[src/rtl/fetch_pkg.sv]
// fetch_pkg: shared types and constants for the instruction fetch stage.
//   fetch_state_e : fetch control states (HALT only with FETCH_MISALIGN_CHECK_EN)
//   fetch_entry_t : instruction buffer entry {inst, pc}
// Optional feature macro: FETCH_MISALIGN_CHECK_EN
package fetch_pkg;

  localparam int unsigned ILEN       = 32;
  localparam int unsigned INST_BYTES = 4;
  localparam int unsigned PC_W       = 64;

`ifdef FETCH_MISALIGN_CHECK_EN
  typedef enum logic [1:0] {
    ISSUE = 2'd0,
    WAIT  = 2'd1,
    DROP  = 2'd2,
    HALT  = 2'd3
  } fetch_state_e;
`else
  typedef enum logic [1:0] {
    ISSUE = 2'd0,
    WAIT  = 2'd1,
    DROP  = 2'd2
  } fetch_state_e;
`endif

  typedef struct packed {
    logic [ILEN-1:0] inst;
    logic [PC_W-1:0] pc;
  } fetch_entry_t;

endpackage

[src/rtl/instr_fetch_unit_if.sv]
// instr_fetch_unit_if: memory request/response, redirect and decode-side
// valid/ready signals of the fetch stage.
//   master : fetch unit view (drives imem_req/addr and the out_* bundle)
//   slave  : memory/execute/decode view
// Optional feature macro: FETCH_MISALIGN_CHECK_EN (adds misalign_err)
interface instr_fetch_unit_if #(
  parameter int unsigned XLEN = 64
) ();
  import fetch_pkg::*;

  logic            imem_req;
  logic [XLEN-1:0] imem_addr;
  logic            imem_ready;
  logic            imem_rvalid;
  logic [ILEN-1:0] imem_rdata;
  logic            redirect;
  logic [XLEN-1:0] redirect_pc;
  logic            out_valid;
  logic            out_ready;
  logic [ILEN-1:0] out_inst;
  logic [XLEN-1:0] out_pc;
`ifdef FETCH_MISALIGN_CHECK_EN
  logic            misalign_err;

  modport master (
    output imem_req, imem_addr, out_valid, out_inst, out_pc, misalign_err,
    input  imem_ready, imem_rvalid, imem_rdata, redirect, redirect_pc, out_ready
  );
  modport slave (
    input  imem_req, imem_addr, out_valid, out_inst, out_pc, misalign_err,
    output imem_ready, imem_rvalid, imem_rdata, redirect, redirect_pc, out_ready
  );
`else
  modport master (
    output imem_req, imem_addr, out_valid, out_inst, out_pc,
    input  imem_ready, imem_rvalid, imem_rdata, redirect, redirect_pc, out_ready
  );
  modport slave (
    input  imem_req, imem_addr, out_valid, out_inst, out_pc,
    output imem_ready, imem_rvalid, imem_rdata, redirect, redirect_pc, out_ready
  );
`endif

endinterface

[src/rtl/fetch_fifo.sv]
// fetch_fifo: small flop-based instruction buffer with synchronous flush.
//   clk, reset         : clock, async active-high reset
//   flush              : empties the buffer (wins over push/pop)
//   push, push_data    : write an entry (accepted when not full or popping)
//   pop, pop_data      : head entry, removed on pop when not empty
//   full, empty, count : occupancy status
module fetch_fifo
  import fetch_pkg::*;
#(
  parameter  int unsigned DEPTH = 2,
  localparam int unsigned CW    = $clog2(DEPTH) + 1
) (
  input  logic          clk,
  input  logic          reset,
  input  logic          flush,
  input  logic          push,
  input  fetch_entry_t  push_data,
  input  logic          pop,
  output fetch_entry_t  pop_data,
  output logic          full,
  output logic          empty,
  output logic [CW-1:0] count
);

  localparam int unsigned AW = $clog2(DEPTH);

  fetch_entry_t  mem [DEPTH];
  logic [AW-1:0] rd_ptr;
  logic [AW-1:0] wr_ptr;
  logic          do_push;
  logic          do_pop;

  assign empty    = (count == '0);
  assign full     = (count == CW'(DEPTH));
  assign do_pop   = pop && !empty;
  // a full buffer can still take a word when the head leaves in the same cycle
  assign do_push  = push && (!full || do_pop);
  assign pop_data = mem[rd_ptr];

  // storage, pointers and occupancy
  always_ff @(posedge clk or posedge reset) begin
    if (reset) begin
      rd_ptr <= '0;
      wr_ptr <= '0;
      count  <= '0;
      for (int unsigned i = 0; i < DEPTH; i++) begin
        mem[i] <= '0;
      end
    end else if (flush) begin
      rd_ptr <= '0;
      wr_ptr <= '0;
      count  <= '0;
    end else begin
      if (do_push) begin
        mem[wr_ptr] <= push_data;
        wr_ptr      <= wr_ptr + AW'(1);
      end
      if (do_pop) begin
        rd_ptr <= rd_ptr + AW'(1);
      end
      count <= count + CW'(do_push) - CW'(do_pop);
    end
  end

endmodule

[src/rtl/instr_fetch_unit.sv]
// instr_fetch_unit: owns the PC, issues one word fetch at a time to the
// instruction memory, buffers returned words with their PCs and hands them to
// decode; branch redirects flush the buffer and drop stale responses.
//   clk, reset : clock, async active-high reset
//   bus        : instr_fetch_unit_if.master (imem req/resp, redirect, out_*)
// Optional feature macro: FETCH_MISALIGN_CHECK_EN -- a misaligned redirect
// target sets sticky misalign_err and parks the unit in HALT until reset.
module instr_fetch_unit
  import fetch_pkg::*;
#(
  parameter int unsigned      XLEN       = 64,
  parameter logic [XLEN-1:0]  RESET_PC   = '0,
  parameter int unsigned      FIFO_DEPTH = 2
) (
  input  logic               clk,
  input  logic               reset,
  instr_fetch_unit_if.master bus
);

  localparam int unsigned CW = $clog2(FIFO_DEPTH) + 1;

  fetch_state_e    state_q, state_d;
  logic [XLEN-1:0] pc_q, pc_d;
  logic [XLEN-1:0] req_pc_q, req_pc_d;
  logic            fire;
  logic            credit;
  logic            redirect_live;
  logic            outstanding_next;
  logic            push;
  logic            pop;
  logic            flush;
  logic            fifo_full;
  logic            fifo_empty;
  logic [CW-1:0]   fifo_count;
  fetch_entry_t    push_data;
  fetch_entry_t    pop_data;
`ifdef FETCH_MISALIGN_CHECK_EN
  logic            err_q, err_d;
`endif

  // buffer occupancy plus the in-flight request must stay below depth
  assign credit        = (fifo_count + CW'(state_q != ISSUE)) < CW'(FIFO_DEPTH);
  assign bus.imem_req  = !reset && (state_q == ISSUE) && credit && !fifo_full;
  assign bus.imem_addr = pc_q;
  assign fire          = bus.imem_req && bus.imem_ready;

  assign pop           = !fifo_empty && bus.out_ready;
  assign bus.out_valid = !fifo_empty;
  assign bus.out_inst  = pop_data.inst;
  assign bus.out_pc    = XLEN'(pop_data.pc);
  assign push_data     = '{inst: bus.imem_rdata, pc: PC_W'(req_pc_q)};

`ifdef FETCH_MISALIGN_CHECK_EN
  assign redirect_live    = bus.redirect && (state_q != HALT);
  assign bus.misalign_err = err_q;
`else
  assign redirect_live    = bus.redirect;
`endif

  // next state, PC and buffer control
  always_comb begin
    state_d          = state_q;
    pc_d             = pc_q;
    req_pc_d         = req_pc_q;
    push             = 1'b0;
    flush            = 1'b0;
    outstanding_next = 1'b0;
`ifdef FETCH_MISALIGN_CHECK_EN
    err_d            = err_q;
`endif

    unique case (state_q)
      ISSUE: begin
        if (fire) begin
          req_pc_d         = pc_q;
          pc_d             = pc_q + XLEN'(INST_BYTES);
          state_d          = WAIT;
          outstanding_next = 1'b1;
        end
      end
      WAIT: begin
        if (bus.imem_rvalid) begin
          push    = 1'b1;
          state_d = ISSUE;
        end else begin
          outstanding_next = 1'b1;
        end
      end
      DROP: begin
        if (bus.imem_rvalid) begin
`ifdef FETCH_MISALIGN_CHECK_EN
          state_d = err_q ? HALT : ISSUE;
`else
          state_d = ISSUE;
`endif
        end else begin
          outstanding_next = 1'b1;
        end
      end
      default: ;
    endcase

    // redirect overrides push/pop; a still-pending response must be dropped
    if (redirect_live) begin
      flush = 1'b1;
      push  = 1'b0;
`ifdef FETCH_MISALIGN_CHECK_EN
      if (bus.redirect_pc[1:0] != 2'b00) begin
        err_d   = 1'b1;
        pc_d    = pc_q;
        state_d = outstanding_next ? DROP : HALT;
      end else begin
        pc_d    = bus.redirect_pc;
        state_d = outstanding_next ? DROP : (err_q ? HALT : ISSUE);
      end
`else
      pc_d    = bus.redirect_pc & ~XLEN'(INST_BYTES - 1);
      state_d = outstanding_next ? DROP : ISSUE;
`endif
    end
  end

  // control registers
  always_ff @(posedge clk or posedge reset) begin
    if (reset) begin
      state_q  <= ISSUE;
      pc_q     <= RESET_PC;
      req_pc_q <= '0;
    end else begin
      state_q  <= state_d;
      pc_q     <= pc_d;
      req_pc_q <= req_pc_d;
    end
  end

`ifdef FETCH_MISALIGN_CHECK_EN
  // sticky misalignment flag
  always_ff @(posedge clk or posedge reset) begin
    if (reset) begin
      err_q <= 1'b0;
    end else begin
      err_q <= err_d;
    end
  end
`endif

  fetch_fifo #(
    .DEPTH (FIFO_DEPTH)
  ) u_fifo (
    .clk       (clk),
    .reset     (reset),
    .flush     (flush),
    .push      (push),
    .push_data (push_data),
    .pop       (pop),
    .pop_data  (pop_data),
    .full      (fifo_full),
    .empty     (fifo_empty),
    .count     (fifo_count)
  );

endmodule

[src/flat_wrapper.sv]
// flat-port wrapper written by rule: the top's interface ports become plain ports
module instr_fetch_unit_flat import fetch_pkg::*;
#(
  parameter int unsigned      XLEN       = 64,
  parameter logic [XLEN-1:0]  RESET_PC   = '0,
  parameter int unsigned      FIFO_DEPTH = 2
)
  (clk, reset, bus_imem_req, bus_imem_addr, bus_out_valid, bus_out_inst, bus_out_pc, bus_imem_ready, bus_imem_rvalid, bus_imem_rdata, bus_redirect, bus_redirect_pc, bus_out_ready);
  instr_fetch_unit_if #(.XLEN(XLEN)) bus_i ();
  input  logic clk;
  input  logic reset;
  output wire logic [$bits(bus_i.imem_req)-1:0] bus_imem_req;
  output wire logic [$bits(bus_i.imem_addr)-1:0] bus_imem_addr;
  output wire logic [$bits(bus_i.out_valid)-1:0] bus_out_valid;
  output wire logic [$bits(bus_i.out_inst)-1:0] bus_out_inst;
  output wire logic [$bits(bus_i.out_pc)-1:0] bus_out_pc;
  input wire logic [$bits(bus_i.imem_ready)-1:0] bus_imem_ready;
  input wire logic [$bits(bus_i.imem_rvalid)-1:0] bus_imem_rvalid;
  input wire logic [$bits(bus_i.imem_rdata)-1:0] bus_imem_rdata;
  input wire logic [$bits(bus_i.redirect)-1:0] bus_redirect;
  input wire logic [$bits(bus_i.redirect_pc)-1:0] bus_redirect_pc;
  input wire logic [$bits(bus_i.out_ready)-1:0] bus_out_ready;
  assign bus_imem_req = bus_i.imem_req;
  assign bus_imem_addr = bus_i.imem_addr;
  assign bus_out_valid = bus_i.out_valid;
  assign bus_out_inst = bus_i.out_inst;
  assign bus_out_pc = bus_i.out_pc;
  assign bus_i.imem_ready = bus_imem_ready;
  assign bus_i.imem_rvalid = bus_imem_rvalid;
  assign bus_i.imem_rdata = bus_imem_rdata;
  assign bus_i.redirect = bus_redirect;
  assign bus_i.redirect_pc = bus_redirect_pc;
  assign bus_i.out_ready = bus_out_ready;
  instr_fetch_unit #(.XLEN(XLEN), .RESET_PC(RESET_PC), .FIFO_DEPTH(FIFO_DEPTH)) u_core (.clk(clk), .reset(reset), .bus(bus_i));
endmodule
[config.mk]
export PLATFORM = sky130hd
export DESIGN_NAME = instr_fetch_unit_flat
export DESIGN_NICKNAME = d
export VERILOG_FILES = /design/src/rtl/fetch_pkg.sv /design/src/rtl/instr_fetch_unit_if.sv /design/src/rtl/fetch_fifo.sv /design/src/rtl/instr_fetch_unit.sv /design/src/flat_wrapper.sv
export SDC_FILE = /design/constraint.sdc
export NUM_CORES = 1
export LEC_CHECK = 0
export BUFFER_PORTS_ARGS = -buffer_cell sky130_fd_sc_hd__buf_2
export CELL_PAD_IN_SITES_DETAIL_PLACEMENT = 1
export CELL_PAD_IN_SITES_GLOBAL_PLACEMENT = 1
export CORE_MARGIN = 3
export CORE_UTILIZATION = 48
export DETAILED_ROUTE_END_ITERATION = 8
export PLACE_DENSITY_LB_ADDON = 0.2
export SETUP_SLACK_MARGIN = 0.4
export SLEW_MARGIN = 20
export SYNTH_ARGS = -nofsm -noshare
export SYNTH_HDL_FRONTEND = slang
export SYNTH_SLANG_ARGS = --single-unit
[constraint.sdc]
create_clock -name clk -period 24.9 [get_ports clk]
set_input_delay 4.98 -clock clk [delete_from_list [all_inputs] [get_ports clk]]
set_output_delay 4.98 -clock clk [all_outputs]
set_load 0.01 [all_outputs]
==> metrics.txt, run 1 <==
netlist area before placement=14520 µm²; H-tree depth=2; switching power of the nets=0.0006072 W; Synthesis Warnings=0; Yosys cell types=54; buffers added on ports=257; number of antenna violations at the first check in global routing=1; peak supply drop=slightly below 0.05 mV; Setup crit start kind=input pin; total routing resource utilization after global routing=0.2446; count of flip-flops with a built-in enable after synthesis=0; fraction of synthesized cell area taken by the top area cell type=0.5479; area enclosed by the die boundary=32380 µm²; number of iterations in the first detailed-routing pass=4; power per cell area=about 110 nW/µm²; final worst-path setup slack=13.74 ns; clock power share=0.293; area inside the core boundary=29720 µm²; worst min-delay path class=flop to flop; largest net degree at the start of global routing=191; sum of internal, switching and leakage power=0.001932 W; placement-stage worst setup slack=13.65 ns; CP Capture Type=primary output; fraction of layout instances using a drive strength above 1=0.4185; final worst path period need=roughly 11 ns; grt total ovfl=0; Net count, final=1591; CTS tree=done; starting density of the core=0.4887; async set-or-reset flop fraction in the synthesized netlist=1.000; count of hold-fix buffers inserted at cts=0; number of buffers inserted during clock tree synthesis=36; RSZ-0062 raised after global routing=no; worst rel slew slack=0.2551; quantity of gates resized following cts=0; simple-gate share of the synthesized area=0.1359; placer's final routability congestion estimate=approximately 0.77; worst slew pin tran=1.117 ns; number of global-route vias before repair=11510; initial drt markers=roughly 530; number of design rule violations left after detail routing=0; sequential-to-total area share from yosys stat=0.5479; Max-Cap Viols=0; Root Buffer=clkbuf_16; hold slack final=0.5003 ns; sequential group share of total power=0.421; clock slew at the register clock pins of the worst setup and hold paths=approximately 0.060 ns; post-route clock skew=about 0.016 ns; final-report max-slew violation count=0; Layout Area Growth over Synthesis=19.81%; Post-Synth Adder-Cell Area=0.006030; DPL Wire Length=between 20000 and 30000 µm; chip width=~180 µm; worst endpoint data arrival time=6.18 ns; run status=finished clean; total negative slack for setup checks=0 ns; flip-flop and latch count after synthesis=318; minimum setup slack among reg-to-reg paths=21.87 ns; top fanout value on the critical path=131; clock buffer depth=3; I/O pins=264; leading register cell type out of synthesis=dfrtp_1; DR vias/cell=5.583; timing-limited maximum frequency=about 90 MHz; multiplexer fraction of the synthesized cell area=0.2201; count of nets left with antenna violations after detail routing=0; routed wirelength normalized by instance count=21.27 µm; total detailed-routing wirelength=40410 µm; cell count after synthesis=1246; setup repair bufs after CTS=0; wire length of the first global-routing pass=approximately 64000 µm; start-to-end type of the worst setup path=input pin to primary output; source-to-sink clock delay at the later pin of the worst-skew pair=0.52 ns; static leakage power=approximately 8.5 nW; top cell type by total area after synthesis=dfrtp_1; sw frac=0.3143; Die Y-Extent=roughly 180 µm; parity-gate share of the synthesized area counting xor and xnor cells=0.02412; Post-Route Utilization=0.5856; detailed-route via count=between 10000 and 15000; Worst EP required=19.92 ns; compound-gate portion of the synthesized area=0.03911; combinational family with the most area after synthesis=multiplexers; diodes inserted=0; number of clock sinks seen by CTS=around 320; final-report hold violation count=0; ratio of final minimum period to clock period=0.4484; internal power=0.001325 W; final setup violation count=0; power share of the combinational group=0.286; post-synthesis area per instance=11.66 µm²; leading cell types by total area after synthesis=dfrtp_1, mux2_2, nand2_1; total number of placement rows=63
==> layout make-up <==
cell class,count,area (µm²)
Clock inverter,11,190.2
Inverter,14,60.06
Multi-Input combinational cell,844,6217
Tap cell,390,488.0
Clock buffer,55,1084
Timing Repair Buffer,268,1401
Sequential cell,318,7961
Fill cell,3173,12320
==> power by group through the flow <==
stage                     logic (W)  registers [W]  clock network, W
after global routing       0.000609       0.000836          0.000601
after CTS                  0.000562       0.000812          0.000578
final                      0.000553       0.000813          0.000567
after detailed placement   0.000552       0.000818                 0
after global placement     0.000533       0.000801                 0
after floorplan            0.000376       0.000776                 0
==> layer usage <==
metal  up-vias  GRT usage  wire (µm)
met1      5434     0.3369      18090
met5         -          0         17
li1       4839          -          -
met2       279     0.4037      19300
met3        54    0.04553       2163
met4         2    0.06188        840
==> stage by stage <==
step / area [µm²] / instances
final: 17400 / 1900
after global routing: 17400 / 1900
after CTS: 17370 / 1899
after detailed placement: 16100 / 1833
after global placement: 16090 / 1833
after floorplan: 14540 / 1249
==> path summary, 6_finish.rpt <==
kind / from / to / cells after the start
min in group asynchronous: reset / u_core.bus.imem_addr[11] / 2
worst min-delay path: u_core.req_pc_q[47] / u_core.req_pc_q[47] / 2
worst max register to register: u_core.state_q[1] / u_core.bus.imem_addr[58] / 8
worst min register to register: u_core.req_pc_q[47] / u_core.req_pc_q[47] / 2
worst max-delay path: reset / bus_imem_req / 4
max in group asynchronous: reset / u_core.u_fifo.mem[147] / 4
==> state kept, by name, summed over array words and instances (netlist names) <==
name and flops:
u_core.req_pc_q 62, u_core.state_q 2, u_core.u_fifo.count 2, u_core.u_fifo.mem 188
u_core.u_fifo.rd_ptr 1, u_core.bus.imem_addr 62, u_core.u_fifo.wr_ptr 1
==> worst max-delay path: stages <==
cell	delay, ns
buf_2	0.14
inv_8	0.63
and3_1	0.28
buf_2	0.14
==> synthesized netlist by cell type (all sizes together), types with 11 or more instances <==
library cell	n
xnor2	21
nor4	12
nand3	32
buf	29
mux2	283
dfrtp	318
a31oi	18
nand4	23
xor2	19
and4	12
inv	13
o31ai	11
clkbuf	41
and3	15
or4	15
o21ai	49
nand2	245
nor2	33
==> cells by family (layout without fill, tap and decap cells) <==
family / count (synthesis) / after routing
other cells: 1 / 4
xor+xnor: 40 / 40
buf+inv: 87 / 348
simple gates: 416 / 416
compound gates: 93 / 93
flops: 318 / 318
mux: 284 / 284
fa+ha+maj: 7 / 7
==> cells in the final DEF (no fill, tap or decap), types with 3 or more instances in the layout <==
cell type | synthesis | routed
and3_1 | 13 | 13
nand3_1 | 30 | 30
bufinv_16 | 0 | 5
nor2_1 | 33 | 32
inv_1 | 13 | 12
or3_1 | 7 | 7
conb_1 | 1 | 4
buf_2 | 9 | 257
dfrtp_1 | 318 | 317
nor3_1 | 6 | 6
clkinv_2 | 0 | 3
clkbuf_8 | 0 | 9
o311ai_0 | 5 | 5
mux2_2 | 283 | 283
or4_1 | 14 | 14
a31oi_1 | 18 | 18
o21ai_0 | 48 | 48
buf_4 | 6 | 9
nor4_1 | 11 | 10
o31ai_1 | 11 | 11
clkbuf_16 | 0 | 37
nor2b_1 | 3 | 3
and4_1 | 11 | 11
ha_1 | 7 | 7
or2_2 | 3 | 3
clkbuf_1 | 41 | 9
xnor2_1 | 21 | 21
xor2_1 | 19 | 19
nand4_1 | 23 | 23
nand2_1 | 244 | 242
Note: power is estimated with default switching activity, not from simulation.
==> inputs of run 2 (changes only) <==
--- a/config.mk
+++ b/config.mk
@@ -9,7 +9,7 @@
 export CELL_PAD_IN_SITES_DETAIL_PLACEMENT = 1
 export CELL_PAD_IN_SITES_GLOBAL_PLACEMENT = 1
 export CORE_MARGIN = 3
-export CORE_UTILIZATION = 48
+export CORE_UTILIZATION = 40
 export DETAILED_ROUTE_END_ITERATION = 8
 export PLACE_DENSITY_LB_ADDON = 0.2
 export SETUP_SLACK_MARGIN = 0.4
==> constraint.sdc (replaced) <==
create_clock -name clk -period 9.3 [get_ports clk]
set_input_delay 1.86 -clock clk [delete_from_list [all_inputs] [get_ports clk]]
set_output_delay 1.86 -clock clk [all_outputs]
set_load 0.01 [all_outputs]
==> run 2 against run 1 <==
Against the previous run:
- sequential share of layout area increased by 0.12 points
- total power increased to 2.6 times the previous value
- non-clock buffer count increased by 3
- highest routed layer unchanged
- global-route usage decreased by 3.7 points
==> metrics.txt, run 2 (synthesized netlist as in run 1, its figures left out) <==
area inside the core boundary=35660 µm²; total placed instance area=roughly 16000 µm²; CTS tree=done; timing-limited maximum frequency=213.6 MHz; number of antenna violations at the first check in global routing=1; run status=finished clean; number of global-route vias before repair=~11000; number of iterations in the first detailed-routing pass=4; total detailed-routing wirelength=40700 µm; RSZ-0062 raised after global routing=no; top fanout value on the critical path=54; H-tree depth=2; capture instance of the worst register-to-register path=u_core.bus.imem_addr[56]; chip width=196.6 µm; worst slew pin tran=between 0.9 and 1 ns; clock buffer depth=3; worst min-delay path class=flop to flop; startpoint of the most critical register-to-register path=u_core.state_q[1]; peak supply drop=~0.13 mV; Max-Cap Viols=0; I/O pins=264; Net count, final=1595; number of clock sinks seen by CTS=318; initial drt markers=348; worst rel slew slack=0.3386; grt total ovfl=0; total number of placement rows=69; count of hold-fix buffers inserted at cts=0; register with the most flip-flops=u_core.u_fifo.mem; Layout Area Growth over Synthesis=19.50%; count of nets left with antenna violations after detail routing=0; wire length of the first global-routing pass=around 64000 µm; static leakage power=8.426 nW; Die Y-Extent=196.6 µm; detailed-route via count=just over 10000; number of buffers inserted during clock tree synthesis=37; final setup violation count=0; final-report max-slew violation count=0; buffers added on ports=257; termination of the worst setup path=bus_out_pc[15]; placer's final routability congestion estimate=0.7475; total negative slack for setup checks=0 ns; post-route clock skew=approximately 0.0073 ns; Setup crit start kind=flop; area enclosed by the die boundary=roughly 39000 µm²; number of design rule violations left after detail routing=0; ratio of final minimum period to clock period=0.5033; Reg2Reg Depth=8; DR vias/cell=5.277; leading cell type in the layout, fill and taps excluded=dfrtp_1; area of the multi-input gates=just over 6000 µm²; startpoint of the most critical setup path=u_core.u_fifo.rd_ptr; hold slack final=0.4944 ns; quantity of gates resized following cts=0; diodes inserted=0; total routing resource utilization after global routing=0.2075; fraction of layout instances using a drive strength above 1=0.4151; number of fillers in the final layout=roughly 3900; minimum setup slack among reg-to-reg paths=6.25 ns; setup repair bufs after CTS=0; final non-filler cell area=around 17000 µm²; CP Capture Type=primary output; routed wirelength normalized by instance count=~21 µm; sequential cell area=between 7000 and 8000 µm²; start-to-end type of the worst setup path=flop to primary output; Worst EP required=7.44 ns; final-report hold violation count=0; Root Buffer=clkbuf_16; source-to-sink clock delay at the later pin of the worst-skew pair=0.51 ns; clock slew at the register clock pins of the worst setup and hold paths=roughly 0.06 ns; starting density of the core=0.4073; largest net degree at the start of global routing=~190; power per cell area=288.1 nW/µm²; Post-Route Utilization=0.4868; max FFs per register=188; final worst path period need=4.681 ns; DPL Wire Length=approximately 27000 µm; most frequent cells in the layout=dfrtp_1, mux2_2, buf_2; worst endpoint data arrival time=about 2.8 ns
[run 2: power breakdown]
group	leakage (nW)	internal, W	total [W]	switching [W]
clock network	0.543	0.000815	0.00137	0.000559
logic	3.81	0.000748	0.00146	0.000707
registers	4.08	0.00185	0.00217	0.000317
[run 2: area by class of cell]
class | count | area share
Timing Repair Buffer | 271 | 0.08204
Inverter | 14 | 0.003244
Clock buffer | 56 | 0.06149
Clock inverter | 5 | 0.003388
Multi-Input combinational cell | 844 | 0.3579
Tap cell | 461 | 0.03323
Sequential cell | 318 | 0.4587
[run 2: worst min-delay path by stage]
stage | from | slack [ns] | endpoint | cells past startpoint
after global routing | u_core.u_fifo.mem[113] | 0.51 | u_core.u_fifo.mem[113] | 1
after floorplan | u_core.req_pc_q[52] | 0.46 | u_core.req_pc_q[52] | 2
after global placement | u_core.req_pc_q[55] | 0.48 | u_core.req_pc_q[55] | 2
after CTS | u_core.req_pc_q[37] | 0.50 | u_core.req_pc_q[37] | 2
after detailed placement | u_core.req_pc_q[37] | 0.48 | u_core.req_pc_q[37] | 2
final | u_core.req_pc_q[4] | 0.49 | u_core.req_pc_q[4] | 2
[run 2: critical path, stage by stage (launching register included)]
cell	delay, ns
dfrtp_4	0.84
buf_4	0.78
mux2_2	0.45
buf_2	0.15
[run 2: layer usage]
layer  up-vias  global-route usage  wire length [µm]
met5         -                   0                13
met4         2             0.05889              1097
met3        64             0.04103              1993
met2       217              0.3409             18790
met1      5282              0.2824             18800
li1       4825                   -                 -
[run 2: per-stage QoR]
| stage | power, W | setup slack (ns) | instances |
|---|---|---|---|
| after floorplan | 0.003087 | 0.2678 | 1249 |
| after global placement | 0.003594 | 4.515 | 1907 |
| after detailed placement | 0.003669 | 4.421 | 1907 |
| after CTS | 0.005077 | 4.545 | 1968 |
| after global routing | 0.005331 | 4.486 | 1969 |
| final | 0.005000 | 4.619 | 1969 |
